### config.mk
export PLATFORM = sky130hd
export DESIGN_NAME = id_ex_stage_flat
export DESIGN_NICKNAME = d
export VERILOG_FILES = /design/src/rtl/id_ex_stage_if.sv /design/src/rtl/id_ex_stage.sv /design/src/flat_wrapper.sv
export SDC_FILE = /design/constraint.sdc
export NUM_CORES = 1
export LEC_CHECK = 0
export ABC_CLOCK_PERIOD_IN_PS = 3700
export CORE_MARGIN = 3
export CORE_UTILIZATION = 46
export CTS_BUF_LIST = sky130_fd_sc_hd__clkbuf_4 sky130_fd_sc_hd__clkbuf_8
export DETAILED_ROUTE_END_ITERATION = 12
export PLACE_DENSITY = 0.95
export SYNTH_ARGS = -nofsm -noshare
export SYNTH_HDL_FRONTEND = slang
export SYNTH_SLANG_ARGS = --single-unit
export TNS_END_PERCENT = 10
### constraint.sdc
create_clock -name clk_i -period 3.7 [get_ports clk_i]
set_clock_uncertainty 0.05 [all_clocks]
set_input_delay 0.37 -clock clk_i [delete_from_list [all_inputs] [get_ports clk_i]]
set_output_delay 0.37 -clock clk_i [all_outputs]
set_load 0.03 [all_outputs]
### src/rtl/id_ex_stage_if.sv
// ID/EX pipeline-register bus: decode fields and write-back port in, EX copies out.
// master = the decode/control side that drives ID and WB fields; slave = the stage.
interface id_ex_stage_if #(
  parameter int BUBBLE_CNT_W = 16
);
  logic                    mem_stall_i;
  logic                    flush_i;
  logic [31:0]             id_rs1_data_i;
  logic [31:0]             id_rs2_data_i;
  logic [31:0]             id_imm_i;
  logic [4:0]              id_rs1_addr_i;
  logic [4:0]              id_rs2_addr_i;
  logic [4:0]              id_rd_addr_i;
  logic [9:0]              id_funct_i;
  logic [1:0]              id_alu_op_i;
  logic                    id_alu_src_i;
  logic                    id_reg_write_i;
  logic                    id_mem_to_reg_i;
  logic                    id_mem_read_i;
  logic                    id_mem_write_i;
  logic                    wb_reg_write_i;
  logic [4:0]              wb_rd_addr_i;
  logic [31:0]             wb_data_i;
  logic [31:0]             ex_rs1_data_o;
  logic [31:0]             ex_rs2_data_o;
  logic [31:0]             ex_imm_o;
  logic [4:0]              ex_rs1_addr_o;
  logic [4:0]              ex_rs2_addr_o;
  logic [4:0]              ex_rd_addr_o;
  logic [9:0]              ex_funct_o;
  logic [1:0]              ex_alu_op_o;
  logic                    ex_alu_src_o;
  logic                    ex_reg_write_o;
  logic                    ex_mem_to_reg_o;
  logic                    ex_mem_read_o;
  logic                    ex_mem_write_o;
  logic                    ex_valid_o;
  logic                    hazard_stall_o;
  logic [BUBBLE_CNT_W-1:0] bubble_cnt_o;

  modport master (
    output mem_stall_i, flush_i,
    output id_rs1_data_i, id_rs2_data_i, id_imm_i,
    output id_rs1_addr_i, id_rs2_addr_i, id_rd_addr_i,
    output id_funct_i, id_alu_op_i, id_alu_src_i, id_reg_write_i,
    output id_mem_to_reg_i, id_mem_read_i, id_mem_write_i,
    output wb_reg_write_i, wb_rd_addr_i, wb_data_i,
    input  ex_rs1_data_o, ex_rs2_data_o, ex_imm_o,
    input  ex_rs1_addr_o, ex_rs2_addr_o, ex_rd_addr_o,
    input  ex_funct_o, ex_alu_op_o, ex_alu_src_o, ex_reg_write_o,
    input  ex_mem_to_reg_o, ex_mem_read_o, ex_mem_write_o,
    input  ex_valid_o, hazard_stall_o, bubble_cnt_o
  );

  modport slave (
    input  mem_stall_i, flush_i,
    input  id_rs1_data_i, id_rs2_data_i, id_imm_i,
    input  id_rs1_addr_i, id_rs2_addr_i, id_rd_addr_i,
    input  id_funct_i, id_alu_op_i, id_alu_src_i, id_reg_write_i,
    input  id_mem_to_reg_i, id_mem_read_i, id_mem_write_i,
    input  wb_reg_write_i, wb_rd_addr_i, wb_data_i,
    output ex_rs1_data_o, ex_rs2_data_o, ex_imm_o,
    output ex_rs1_addr_o, ex_rs2_addr_o, ex_rd_addr_o,
    output ex_funct_o, ex_alu_op_o, ex_alu_src_o, ex_reg_write_o,
    output ex_mem_to_reg_o, ex_mem_read_o, ex_mem_write_o,
    output ex_valid_o, hazard_stall_o, bubble_cnt_o
  );
endinterface

### src/rtl/id_ex_stage.sv
// ID/EX pipeline register with WB write-through, load-use hazard detection,
// bubble insertion on flush/hazard, cache-stall freeze and a saturating bubble count.
module id_ex_stage #(
  parameter int BUBBLE_CNT_W = 16
) (
  input logic          clk_i,
  input logic          rst_i,
  id_ex_stage_if.slave bus
);

  typedef struct packed {
    logic [31:0] rs1_data;
    logic [31:0] rs2_data;
    logic [31:0] imm;
    logic [4:0]  rs1_addr;
    logic [4:0]  rs2_addr;
    logic [4:0]  rd_addr;
    logic [9:0]  funct;
    logic [1:0]  alu_op;
    logic        alu_src;
    logic        reg_write;
    logic        mem_to_reg;
    logic        mem_read;
    logic        mem_write;
    logic        valid;
  } ex_fields_t;

  localparam logic [BUBBLE_CNT_W-1:0] CNT_MAX = '1;

  ex_fields_t              ex_q;
  ex_fields_t              id_d;
  logic [BUBBLE_CNT_W-1:0] bubble_cnt_q;
  logic                    hazard;

  // Assemble the next EX contents from ID, bypassing the WB write that the
  // register file has not yet made visible on its read ports.
  always_comb begin
    // NOTE: default every field first so no path leaves a field unassigned (no latch).
    id_d            = '0;
    id_d.rs1_data   = bus.id_rs1_data_i;
    id_d.rs2_data   = bus.id_rs2_data_i;
    if (bus.wb_reg_write_i && (bus.wb_rd_addr_i != 5'd0) &&
        (bus.wb_rd_addr_i == bus.id_rs1_addr_i))
      id_d.rs1_data = bus.wb_data_i;
    if (bus.wb_reg_write_i && (bus.wb_rd_addr_i != 5'd0) &&
        (bus.wb_rd_addr_i == bus.id_rs2_addr_i))
      id_d.rs2_data = bus.wb_data_i;
    id_d.imm        = bus.id_imm_i;
    id_d.rs1_addr   = bus.id_rs1_addr_i;
    id_d.rs2_addr   = bus.id_rs2_addr_i;
    id_d.rd_addr    = bus.id_rd_addr_i;
    id_d.funct      = bus.id_funct_i;
    id_d.alu_op     = bus.id_alu_op_i;
    id_d.alu_src    = bus.id_alu_src_i;
    id_d.reg_write  = bus.id_reg_write_i;
    id_d.mem_to_reg = bus.id_mem_to_reg_i;
    id_d.mem_read   = bus.id_mem_read_i;
    id_d.mem_write  = bus.id_mem_write_i;
    id_d.valid      = 1'b1;
  end

  // Load in EX whose destination is read by ID: the loaded value is not ready yet.
  // The rs2 compare is unconditional; a false stall on an unused rs2 is harmless.
  assign hazard = ex_q.valid && ex_q.mem_read && (ex_q.rd_addr != 5'd0) &&
                  ((ex_q.rd_addr == bus.id_rs1_addr_i) ||
                   (ex_q.rd_addr == bus.id_rs2_addr_i));

  // Stage register: cache stall freezes, flush or hazard loads a counted bubble,
  // otherwise the ID instruction advances.
  always_ff @(posedge clk_i or negedge rst_i) begin
    if (!rst_i) begin
      ex_q         <= '0;
      bubble_cnt_q <= '0;
    end else if (bus.mem_stall_i) begin
      // NOTE: non-blocking assignments so every register samples pre-edge values.
      ex_q         <= ex_q;
      bubble_cnt_q <= bubble_cnt_q;
    end else if (bus.flush_i || hazard) begin
      ex_q <= '0;
      if (bubble_cnt_q != CNT_MAX)
        bubble_cnt_q <= bubble_cnt_q + 1'b1;
    end else begin
      ex_q <= id_d;
    end
  end

  assign bus.ex_rs1_data_o   = ex_q.rs1_data;
  assign bus.ex_rs2_data_o   = ex_q.rs2_data;
  assign bus.ex_imm_o        = ex_q.imm;
  assign bus.ex_rs1_addr_o   = ex_q.rs1_addr;
  assign bus.ex_rs2_addr_o   = ex_q.rs2_addr;
  assign bus.ex_rd_addr_o    = ex_q.rd_addr;
  assign bus.ex_funct_o      = ex_q.funct;
  assign bus.ex_alu_op_o     = ex_q.alu_op;
  assign bus.ex_alu_src_o    = ex_q.alu_src;
  assign bus.ex_reg_write_o  = ex_q.reg_write;
  assign bus.ex_mem_to_reg_o = ex_q.mem_to_reg;
  assign bus.ex_mem_read_o   = ex_q.mem_read;
  assign bus.ex_mem_write_o  = ex_q.mem_write;
  assign bus.ex_valid_o      = ex_q.valid;
  assign bus.hazard_stall_o  = hazard;
  assign bus.bubble_cnt_o    = bubble_cnt_q;

endmodule

### src/flat_wrapper.sv
// flat-port wrapper written by rule: the top's interface ports become plain ports
module id_ex_stage_flat 
#(
  parameter int BUBBLE_CNT_W = 16
)
  (clk_i, rst_i, bus_mem_stall_i, bus_flush_i, bus_id_rs1_data_i, bus_id_rs2_data_i, bus_id_imm_i, bus_id_rs1_addr_i, bus_id_rs2_addr_i, bus_id_rd_addr_i, bus_id_funct_i, bus_id_alu_op_i, bus_id_alu_src_i, bus_id_reg_write_i, bus_id_mem_to_reg_i, bus_id_mem_read_i, bus_id_mem_write_i, bus_wb_reg_write_i, bus_wb_rd_addr_i, bus_wb_data_i, bus_ex_rs1_data_o, bus_ex_rs2_data_o, bus_ex_imm_o, bus_ex_rs1_addr_o, bus_ex_rs2_addr_o, bus_ex_rd_addr_o, bus_ex_funct_o, bus_ex_alu_op_o, bus_ex_alu_src_o, bus_ex_reg_write_o, bus_ex_mem_to_reg_o, bus_ex_mem_read_o, bus_ex_mem_write_o, bus_ex_valid_o, bus_hazard_stall_o, bus_bubble_cnt_o);
  id_ex_stage_if #(.BUBBLE_CNT_W(BUBBLE_CNT_W)) bus_i ();
  input logic clk_i;
  input logic rst_i;
  input wire logic [$bits(bus_i.mem_stall_i)-1:0] bus_mem_stall_i;
  input wire logic [$bits(bus_i.flush_i)-1:0] bus_flush_i;
  input wire logic [$bits(bus_i.id_rs1_data_i)-1:0] bus_id_rs1_data_i;
  input wire logic [$bits(bus_i.id_rs2_data_i)-1:0] bus_id_rs2_data_i;
  input wire logic [$bits(bus_i.id_imm_i)-1:0] bus_id_imm_i;
  input wire logic [$bits(bus_i.id_rs1_addr_i)-1:0] bus_id_rs1_addr_i;
  input wire logic [$bits(bus_i.id_rs2_addr_i)-1:0] bus_id_rs2_addr_i;
  input wire logic [$bits(bus_i.id_rd_addr_i)-1:0] bus_id_rd_addr_i;
  input wire logic [$bits(bus_i.id_funct_i)-1:0] bus_id_funct_i;
  input wire logic [$bits(bus_i.id_alu_op_i)-1:0] bus_id_alu_op_i;
  input wire logic [$bits(bus_i.id_alu_src_i)-1:0] bus_id_alu_src_i;
  input wire logic [$bits(bus_i.id_reg_write_i)-1:0] bus_id_reg_write_i;
  input wire logic [$bits(bus_i.id_mem_to_reg_i)-1:0] bus_id_mem_to_reg_i;
  input wire logic [$bits(bus_i.id_mem_read_i)-1:0] bus_id_mem_read_i;
  input wire logic [$bits(bus_i.id_mem_write_i)-1:0] bus_id_mem_write_i;
  input wire logic [$bits(bus_i.wb_reg_write_i)-1:0] bus_wb_reg_write_i;
  input wire logic [$bits(bus_i.wb_rd_addr_i)-1:0] bus_wb_rd_addr_i;
  input wire logic [$bits(bus_i.wb_data_i)-1:0] bus_wb_data_i;
  output wire logic [$bits(bus_i.ex_rs1_data_o)-1:0] bus_ex_rs1_data_o;
  output wire logic [$bits(bus_i.ex_rs2_data_o)-1:0] bus_ex_rs2_data_o;
  output wire logic [$bits(bus_i.ex_imm_o)-1:0] bus_ex_imm_o;
  output wire logic [$bits(bus_i.ex_rs1_addr_o)-1:0] bus_ex_rs1_addr_o;
  output wire logic [$bits(bus_i.ex_rs2_addr_o)-1:0] bus_ex_rs2_addr_o;
  output wire logic [$bits(bus_i.ex_rd_addr_o)-1:0] bus_ex_rd_addr_o;
  output wire logic [$bits(bus_i.ex_funct_o)-1:0] bus_ex_funct_o;
  output wire logic [$bits(bus_i.ex_alu_op_o)-1:0] bus_ex_alu_op_o;
  output wire logic [$bits(bus_i.ex_alu_src_o)-1:0] bus_ex_alu_src_o;
  output wire logic [$bits(bus_i.ex_reg_write_o)-1:0] bus_ex_reg_write_o;
  output wire logic [$bits(bus_i.ex_mem_to_reg_o)-1:0] bus_ex_mem_to_reg_o;
  output wire logic [$bits(bus_i.ex_mem_read_o)-1:0] bus_ex_mem_read_o;
  output wire logic [$bits(bus_i.ex_mem_write_o)-1:0] bus_ex_mem_write_o;
  output wire logic [$bits(bus_i.ex_valid_o)-1:0] bus_ex_valid_o;
  output wire logic [$bits(bus_i.hazard_stall_o)-1:0] bus_hazard_stall_o;
  output wire logic [$bits(bus_i.bubble_cnt_o)-1:0] bus_bubble_cnt_o;
  assign bus_i.mem_stall_i = bus_mem_stall_i;
  assign bus_i.flush_i = bus_flush_i;
  assign bus_i.id_rs1_data_i = bus_id_rs1_data_i;
  assign bus_i.id_rs2_data_i = bus_id_rs2_data_i;
  assign bus_i.id_imm_i = bus_id_imm_i;
  assign bus_i.id_rs1_addr_i = bus_id_rs1_addr_i;
  assign bus_i.id_rs2_addr_i = bus_id_rs2_addr_i;
  assign bus_i.id_rd_addr_i = bus_id_rd_addr_i;
  assign bus_i.id_funct_i = bus_id_funct_i;
  assign bus_i.id_alu_op_i = bus_id_alu_op_i;
  assign bus_i.id_alu_src_i = bus_id_alu_src_i;
  assign bus_i.id_reg_write_i = bus_id_reg_write_i;
  assign bus_i.id_mem_to_reg_i = bus_id_mem_to_reg_i;
  assign bus_i.id_mem_read_i = bus_id_mem_read_i;
  assign bus_i.id_mem_write_i = bus_id_mem_write_i;
  assign bus_i.wb_reg_write_i = bus_wb_reg_write_i;
  assign bus_i.wb_rd_addr_i = bus_wb_rd_addr_i;
  assign bus_i.wb_data_i = bus_wb_data_i;
  assign bus_ex_rs1_data_o = bus_i.ex_rs1_data_o;
  assign bus_ex_rs2_data_o = bus_i.ex_rs2_data_o;
  assign bus_ex_imm_o = bus_i.ex_imm_o;
  assign bus_ex_rs1_addr_o = bus_i.ex_rs1_addr_o;
  assign bus_ex_rs2_addr_o = bus_i.ex_rs2_addr_o;
  assign bus_ex_rd_addr_o = bus_i.ex_rd_addr_o;
  assign bus_ex_funct_o = bus_i.ex_funct_o;
  assign bus_ex_alu_op_o = bus_i.ex_alu_op_o;
  assign bus_ex_alu_src_o = bus_i.ex_alu_src_o;
  assign bus_ex_reg_write_o = bus_i.ex_reg_write_o;
  assign bus_ex_mem_to_reg_o = bus_i.ex_mem_to_reg_o;
  assign bus_ex_mem_read_o = bus_i.ex_mem_read_o;
  assign bus_ex_mem_write_o = bus_i.ex_mem_write_o;
  assign bus_ex_valid_o = bus_i.ex_valid_o;
  assign bus_hazard_stall_o = bus_i.hazard_stall_o;
  assign bus_bubble_cnt_o = bus_i.bubble_cnt_o;
  id_ex_stage #(.BUBBLE_CNT_W(BUBBLE_CNT_W)) u_core (.clk_i(clk_i), .rst_i(rst_i), .bus(bus_i));
endmodule
* Yosys cells after proc, flatten, opt, wreduce, memory -nomap -nowiden
Cells that the tools add are included.
** Storage, ports and cells
- Logic and storage cells :: 36
- Register bits :: 145
- Output and inout bits :: 146
- Input bits :: 170
** Operators by class
- Eq/ne operators :: 5
- Bitwise gates (word level) :: 1
- Add/subtract/negate cells :: 1
- Muxes and demuxes :: 3
- Reductions and logical operators :: 11
** Operators with widths (count)
- 129-bit 2-to-1 mux :: 1
- 32-bit 2-to-1 mux :: 2
- 5-bit == test :: 4
- 16-bit by 1-bit adder with 16-bit output, second input constant :: 1
- 16-bit != test, second input constant :: 1
- 5-bit nonzero test :: 2
- 1-bit logical AND :: 6
- 3-bit AND reduction :: 1
- 1-bit logical OR :: 2
- 1-bit NOT :: 1

* Longest topological paths before layout
Gate-level depths: netlist of the first run.
- Depth after elaboration :: 5
- Depth in mapped cells :: 7

* Worst setup path after synthesis of the first run
OpenSTA, ideal clock, no wires.
- Path type :: register to output
- Start :: register u_core.ex_q, in the netlist u_core.bus.ex_rd_addr_o[1]
- End :: output port bus_hazard_stall_o
- Stages on the path, launching flop included :: 5
- Arrival time :: 1.666 ns
- Path slack :: 1.614 ns
- Buffers on the path :: 0
- Cells stage by stage :: dfrtp_1 xor2_1 nor3_1 a22oi_1 nor2_1
** Between the ends
- Longest elaborated chain between the ends :: 3
- Elaborated cells between the ends (all ways) :: 6
** RTL lines
- start, declared :: line id_ex_stage.sv:30 : ex_fields_t ex_q;
- start signal, assigned :: line id_ex_stage.sv:76 : ex_q <= ex_q;
- start signal, assigned :: line id_ex_stage.sv:83 : ex_q <= id_d;
- 5-bit == test (tied with other cells) :: line id_ex_stage.sv:65 : ((ex_q.rd_addr == bus.id_rs1_addr_i) ||
- 1-bit logical OR / 1-bit logical AND (equally long branches) :: line id_ex_stage.sv:65, id_ex_stage.sv:64
- 1-bit logical AND * :: line id_ex_stage.sv:64 : assign hazard = ex_q.valid && ex_q.mem_read && (ex_q.rd_addr != 5'd0) &&
- end, declared :: line flat_wrapper.sv:42 : output wire logic [$bits(bus_i.hazard_stall_o)-1:0] bus_hazard_stall_o;
Every way passes the cells marked *; elsewhere a longest branch is shown, timed or not.

* Final worst setup path of the first run
- Start :: register u_core.ex_q, in the netlist u_core.bus.ex_rd_addr_o[3]
- End :: output port bus_hazard_stall_o
The elaborated chain is that of the path after synthesis.

==> results_dict.tcl, run 1 <==
set metrics [dict create \
    ant_nets 0 \
    critPathMaxFanout 5 \
    async_flop_share_pct 100.0 \
    die_x_um 125.5 \
    tightest_slew_ns 0.8752 \
    slowest_delay_ns 0.73 \
    setup_ws_ns 0.6519 \
    start_util_pct 47.10 \
    maxSlewViolCount 0 \
    final_cell_mix "clkdlybuf4s50_1, dfrtp_1, nand2_1" \
    die_area_um2 15740 \
    drt_first_pass_iters 5 \
    drt_iter0_drc 362 \
    grt_pass1_wl_um 32910 \
    dp_slack_ns 0.6619 \
    crit_buf_inv 1 \
    clkLatencyLatePin_ns 0.44 \
    die_h_um 125.5 \
    syn_nets 722 \
    synth-warning-count 0 \
    antenna_found_initial 0 \
    seq_area_frac_synth_pct 55.28 \
    final_common_cell "clkdlybuf4s50_1" \
    avgSynthCellArea_um2 11.91 \
    clock_path_buffers 2 \
    synth-edff-count 0 \
    post_cts_buffers 0 \
    synthAdderAreaFrac_pct 0.1906 \
    synth_ff_type "dfrtp_1" \
    dp_hpwl_um 15080 \
    port_buffers 315 \
    grt_max_degree 96 \
    period_minus_slack_ns 3.048 \
    peakVddDrop_mv 0.2370 \
    grt_usage_pct 26.53 \
    power_density_nw_per_um2 429.9 \
    wl_per_cell_um 19.83 \
    power.leakage_nw 4.233 \
    io_pins 316 \
    synthXorXnorAreaFrac_pct 4.270 \
    grt-busiest-layer "met2" \
    drive_gt1_share_pct 12.77 \
    slew_headroom_pct 41.65 \
    grt_use_met3_pct 8.885 \
    gp_congestion 0.8383 \
    fin_nets 1027 \
    cts.sinks 145 \
    cp_slowest_cell "clkdlybuf4s50_1" \
    grt_pass1_vias 5819 \
    synth_compound_area_share_pct 16.51 \
    crit_chain "xor2_1 -> nor3_1 -> a22oi_1 -> nor2_1 -> clkdlybuf4s50_1" \
    area_growth_syn_to_layout_pct 55.13 \
    synth_seq_cells 145 \
    row_count 43 \
    grtUsageMet1_pct 32.91 \
    syn_inst 551 \
    critPathTopFamily "buffers and inverters" \
    crit_arrival_ns 2.63 \
    rsz0062_at_grt "no" \
    cts_root_buf "clkbuf_8" \
    coreArea_um2 13930 \
    crit_required_ns 3.28 \
    via_per_inst 5.457 \
    synth-simple-area-share_pct 9.150 \
    worstSetupPathType "flip-flop to primary output" \
    whs_ns 0.4361 \
    crit_path_end_kind "primary output" \
    cts_tree "yes" \
    setup_viol 0 \
    cts_htree_levels 4 \
    maxCapViolations 0 \
    fmax_mhz 328.1 \
    clk_pin_slew_ns 0.08 \
    period_share_pct 82.38 \
    grt-ovfl-total 0 \
    cts_made_buffers 17 \
    synthDistinctLibCells 42 \
    met2_usage_pct 44.52 \
    status "complete, no violations" \
    via_count 5724 \
    netlist_area_um2 6564 \
    synth_top_family_by_area "compound AO/OA/AOI/OAI gates" \
    synthMuxAreaShare_pct 10.08 \
    start_kind "flip-flop" \
    final.setup.tns_ns 0 \
    hold_class "primary input to flip-flop" \
    finalHoldViolCount 0 \
    n_antenna_cell 0 \
    wl_um 20800 \
    drc 0 \
]
cell usage after synthesis, types with 2 or more instances:
cell type    n  area [µm²]
nor2_1      10       37.54
or4_4        2       22.52
o21ai_1     22       110.1
dfrtp_1    145        3628
buf_2        7       35.03
buf_4        3       22.52
a22o_1       8       70.07
nor4_1       5       31.28
nand3_1      9       45.04
buf_12       7       140.1
nor3_1       7       35.03
clkbuf_1    16       60.06
o21ai_0     44       220.2
nand2_1     73       274.0
nor4_4       2       42.54
xor2_1      24       210.2
or3_1        2       12.51
a22o_2      57       570.6
or4_1        2       15.01
o211a_1      2       20.02
o211ai_1     2       15.01
nand4_1      3       18.77
xnor2_1      8       70.07
inv_1        5       18.77
clkbuf_2     4       20.02
nor4_2       2       25.02
mux2i_1     65       650.6
tightest hold or removal path: stages:
cell,delay (ns)
buf_4,0.29
nand2_1,0.13
o21ai_1,0.05
final timing paths:
path	from	cells past startpoint	slack, ns	to
hold / removal	bus_mem_stall_i	3	0.44	u_core.bus.ex_rs2_data_o[2]
max in group asynchronous	rst_i	3	2.28	u_core.bus.ex_rs1_addr_o[1]
hold reg to reg	u_core.bus.ex_rs1_data_o[3]	2	0.44	u_core.bus.ex_rs1_data_o[3]
min in group asynchronous	rst_i	2	0.55	u_core.bus.ex_imm_o[8]
setup / recovery	u_core.bus.ex_rd_addr_o[3]	5	0.65	bus_hazard_stall_o
setup reg to reg	u_core.bus.ex_rd_addr_o[0]	5	1.00	u_core.bus.ex_rs1_addr_o[1]
cell families (layout without fill, tap and decap cells):
group,after synthesis,count (layout)
AND/OR/NAND/NOR,122,122
buffers and inverters,42,360
flip-flops,145,145
AO/OA/AOI/OAI,143,143
multiplexers,66,66
XOR/XNOR,32,32
adder cells (fa/ha/maj),1,1
layout make-up:
type	count	area, µm²
fill	876	3752
timing repair buffer	323	3227
sequential	145	3628
inverter	5	18.77
clock inverter	12	156.4
clock buffer	20	269.0
multi-input combinational	364	2658
tap	180	225.2
per-layer routing:
| metal | part of all wire, % | vias to the layer above |
|---|---|---|
| li1 | - | 2608 |
| met3 | 7.7 | 28 |
| met4 | 1.6 | 0 |
| met1 | 40 | 2799 |
| met2 | 51 | 289 |
| met5 | 0 | - |
per-stage QoR:
| step | area, µm² | total power [mW] | instances | utilization (%) |
|---|---|---|---|---|
| 6_report | 10180 | 4.377 | 1049 | 73.07 |
| 5_1_grt | 10180 | 4.560 | 1049 | 73.07 |
| 4_1_cts | 10180 | 4.404 | 1049 | 73.07 |
| 3_5_place_dp | 9747 | 3.068 | 1016 | 69.95 |
| 3_3_place_gp | 9747 | 3.033 | 1016 | 69.95 |
| 2_1_floorplan | 6564 | 2.449 | 551 | - |
power by group:
| group | internal, mW | switching, mW | total, mW |
|---|---|---|---|
| Clock | 0.714 | 0.625 | 1.34 |
| Sequential | 1.73 | 0.134 | 1.87 |
| Combinational | 0.553 | 0.619 | 1.17 |
| Total | 3.00 | 1.38 | 4.38 |
sequential cells by signal, indices dropped and copies added (netlist names):
| register | flops |
|---|---|
| u_core.bus.ex_mem_read_o | 1 |
| u_core.bus.ex_rs2_addr_o | 5 |
| u_core.bus.ex_rs2_data_o | 32 |
| u_core.bus.ex_reg_write_o | 1 |
| u_core.bus.bubble_cnt_o | 16 |
| u_core.bus.ex_alu_op_o | 2 |
| u_core.bus.ex_mem_to_reg_o | 1 |
| u_core.bus.ex_imm_o | 32 |
| u_core.bus.ex_rd_addr_o | 5 |
| u_core.bus.ex_alu_src_o | 1 |
| u_core.bus.ex_funct_o | 10 |
| u_core.bus.ex_valid_o | 1 |
| u_core.bus.ex_rs1_data_o | 32 |
| u_core.bus.ex_mem_write_o | 1 |
| u_core.bus.ex_rs1_addr_o | 5 |
timing repair:
item,CTS,global route
resized for setup,0,0
hold buffers,1,0
hold endpoints to repair,59,0
Note: power is estimated with default switching activity, not from simulation.
==> run 2, diff against run 1 <==
ABC_CLOCK_PERIOD_IN_PS = 2600   (was 3700)
CORE_UTILIZATION = 38   (was 46)
PLACE_DENSITY = 0.87   (was 0.95)
clock period = 2.6 ns   (was 3.7 ns; I/O delays follow)
==> run 2 against run 1 <==
Against the previous run: combinational power increased by 45%; largest power group unchanged; sequential power increased by 42%; largest cell class unchanged; die area increased by 20%; utilization decreased by 11 points.
==> results_dict.tcl, run 2 (synthesis results as in run 1) <==
set metrics [dict create \
    status "complete, no violations" \
    area_growth_syn_to_layout_pct 59.57 \
    clk_pin_slew_ns 0.08 \
    grt-ovfl-total 0 \
    min_from "bus_mem_stall_i" \
    crit_required_ns 2.29 \
    crit_arrival_ns 2.16 \
    die_area_um2 18890 \
    start_util_pct 39.16 \
    regToRegEndpoint "u_core.bus.bubble_cnt_o[14]" \
    maxSlewViolCount 0 \
    r2r_slack_ns 0.43 \
    p_sw_mw 1.969 \
    detailroute.wirelength.met2_um 10090 \
    cts_made_buffers 17 \
    slew_headroom_pct 38.27 \
    wl_um 20840 \
    final_cell_mix "clkdlybuf4s50_1, dfrtp_1, nand2_1" \
    post_cts_buffers 0 \
    reg2reg_depth 6 \
    io_pins 316 \
    grt_pass1_vias 5927 \
    tightest_slew_ns 0.9191 \
    die_x_um 137.4 \
    cp_slowest_cell "dfrtp_1" \
    port_buffers 315 \
    topRoutingLayerUsed "met4" \
    grt_max_degree 72 \
    drt_iter0_drc 222 \
    grt_usage_pct 21.39 \
    row_count 47 \
    cts_tree "yes" \
    fin_nets 1045 \
    cts_root_buf "clkbuf_8" \
    critPathMaxFanout 5 \
    min_path_cells 2 \
    drc 0 \
    dp_hpwl_um 15600 \
    setup_viol 0 \
    drive_gt1_share_pct 14.79 \
    grt_pass1_wl_um 31310 \
    coreArea_um2 16760 \
    placed_cell_area_um2 9980 \
    die_h_um 137.4 \
    clock_path_buffers 2 \
    clkLatencyLatePin_ns 0.43 \
    wl_met1_um 8061 \
    r2r_start "u_core.bus.ex_rd_addr_o[0]" \
    ant_nets 0 \
    via_count 5678 \
    p_int_mw 4.527 \
    slowest_delay_ns 0.47 \
    start_kind "flip-flop" \
    worstHoldEndpoint "u_core.bus.ex_reg_write_o" \
    antenna_found_initial 0 \
    crit_path_end_kind "primary output" \
    power_density_nw_per_um2 620.2 \
    seqPwrFrac_pct 40.8 \
    period_share_pct 94.87 \
    whs_ns 0.07217 \
    gp_congestion 0.8528 \
    power.leakage_nw 4.363 \
    n_antenna_cell 0 \
    hold_class "primary input to flip-flop" \
    dp_cells 1074 \
    power.share.combinational_pct 26.2 \
    worstSetupPathType "flip-flop to primary output" \
    crit_chain "xor2_1 -> nor3_2 -> a22oi_1 -> nor2_1 -> buf_4" \
    rsz0062_at_grt "no" \
    cts_htree_levels 4 \
    p_total_mw 6.496 \
    wl_met3_um 2069 \
    finalHoldViolCount 0 \
    cts.sinks 145 \
    via_per_inst 5.134 \
    drt_first_pass_iters 6 \
    wl_per_cell_um 18.84 \
    fmax_mhz 405.4 \
    clock_power_share_pct 33.0 \
    fin_area_um2 10470 \
    peakVddDrop_mv 0.3710 \
    switching_share_pct 30.31 \
    instances_no_fill 1106 \
    maxCapViolations 0 \
    nFillCells 1362 \
    period_minus_slack_ns 2.467 \
    final.setup.tns_ns 0 \
    final_common_cell "clkdlybuf4s50_1" \
]
==> run 2: changes by cell type in the layout (fill, tap and decap cells not counted), sizes merged <==
| cell | delta |
|---|---|
| bufinv | +3 |
| inv | +1 |
| buf | +19 |
| clkdlybuf4s50 | -1 |
| clkinv | -3 |
| clkbuf | -2 |
==> run 2: cell type report <==
class	count	area, µm²	share of cell area, %
repair buffers	341	3410	32.55
clock inverters	13	232.7	2.222
well taps	220	275.3	2.628
multi-input cells	364	2668	25.47
inverters	5	18.77	0.1792
clock buffers	18	241.5	2.306
flip-flops and latches	145	3628	34.64
==> run 2: how the worst max path moves through the flow <==
stage | start | to | depth (start not counted)
global route | u_core.bus.ex_rd_addr_o[1] | bus_hazard_stall_o | 5
CTS | u_core.bus.ex_rd_addr_o[3] | bus_hazard_stall_o | 5
global placement | bus_wb_rd_addr_i[3] | u_core.bus.ex_rs1_data_o[20] | 7
detailed placement | bus_wb_rd_addr_i[1] | u_core.bus.ex_rs1_data_o[20] | 7
floorplan | u_core.bus.ex_rd_addr_o[0] | u_core.bus.ex_rd_addr_o[1] | 6
finish | u_core.bus.ex_rd_addr_o[3] | bus_hazard_stall_o | 5
==> run 2: timing repair <==
| item | 4_1_cts | 5_1_grt |
|---|---|---|
| setup endpoints to repair | 1 | 0 |
| hold buffers | 1 | 0 |
| resized for setup | 2 | 0 |
| hold endpoints to repair | 55 | 0 |
==> run 2: power by group through the flow <==
stage | clock network, mW | logic (mW) | registers (mW)
CTS | 2.20 | 1.72 | 2.65
global placement | 0 | 1.68 | 2.68
finish | 2.14 | 1.70 | 2.65
global route | 2.29 | 1.80 | 2.68
detailed placement | 0 | 1.71 | 2.69
floorplan | 0 | 0.396 | 3.09
==> run 2: critical path: cells and delay by family (launching register included) <==
kind                   cells  cell delay, ns
AO/OA/AOI/OAI              1            0.23
XOR/XNOR                   1            0.18
buffers and inverters      1            0.23
flip-flops                 1            0.47
AND/OR/NAND/NOR            2            0.62
==> run 2: layer usage <==
layer | vias up | global-route usage, %
met5 | - | 0
met4 | 0 | 8.758
met3 | 39 | 7.305
met2 | 271 | 35.28
met1 | 2729 | 25.59
li1 | 2639 | -
==> run 2: through the flow <==
step / setup slack, ns / utilization (%)
2_1_floorplan: 0.5506 / -
3_3_place_gp: -0.08984 / 59.54
3_5_place_dp: -0.2153 / 59.54
4_1_cts: 0.1016 / 62.49
5_1_grt: 0.02648 / 62.49
6_report: 0.1334 / 62.49
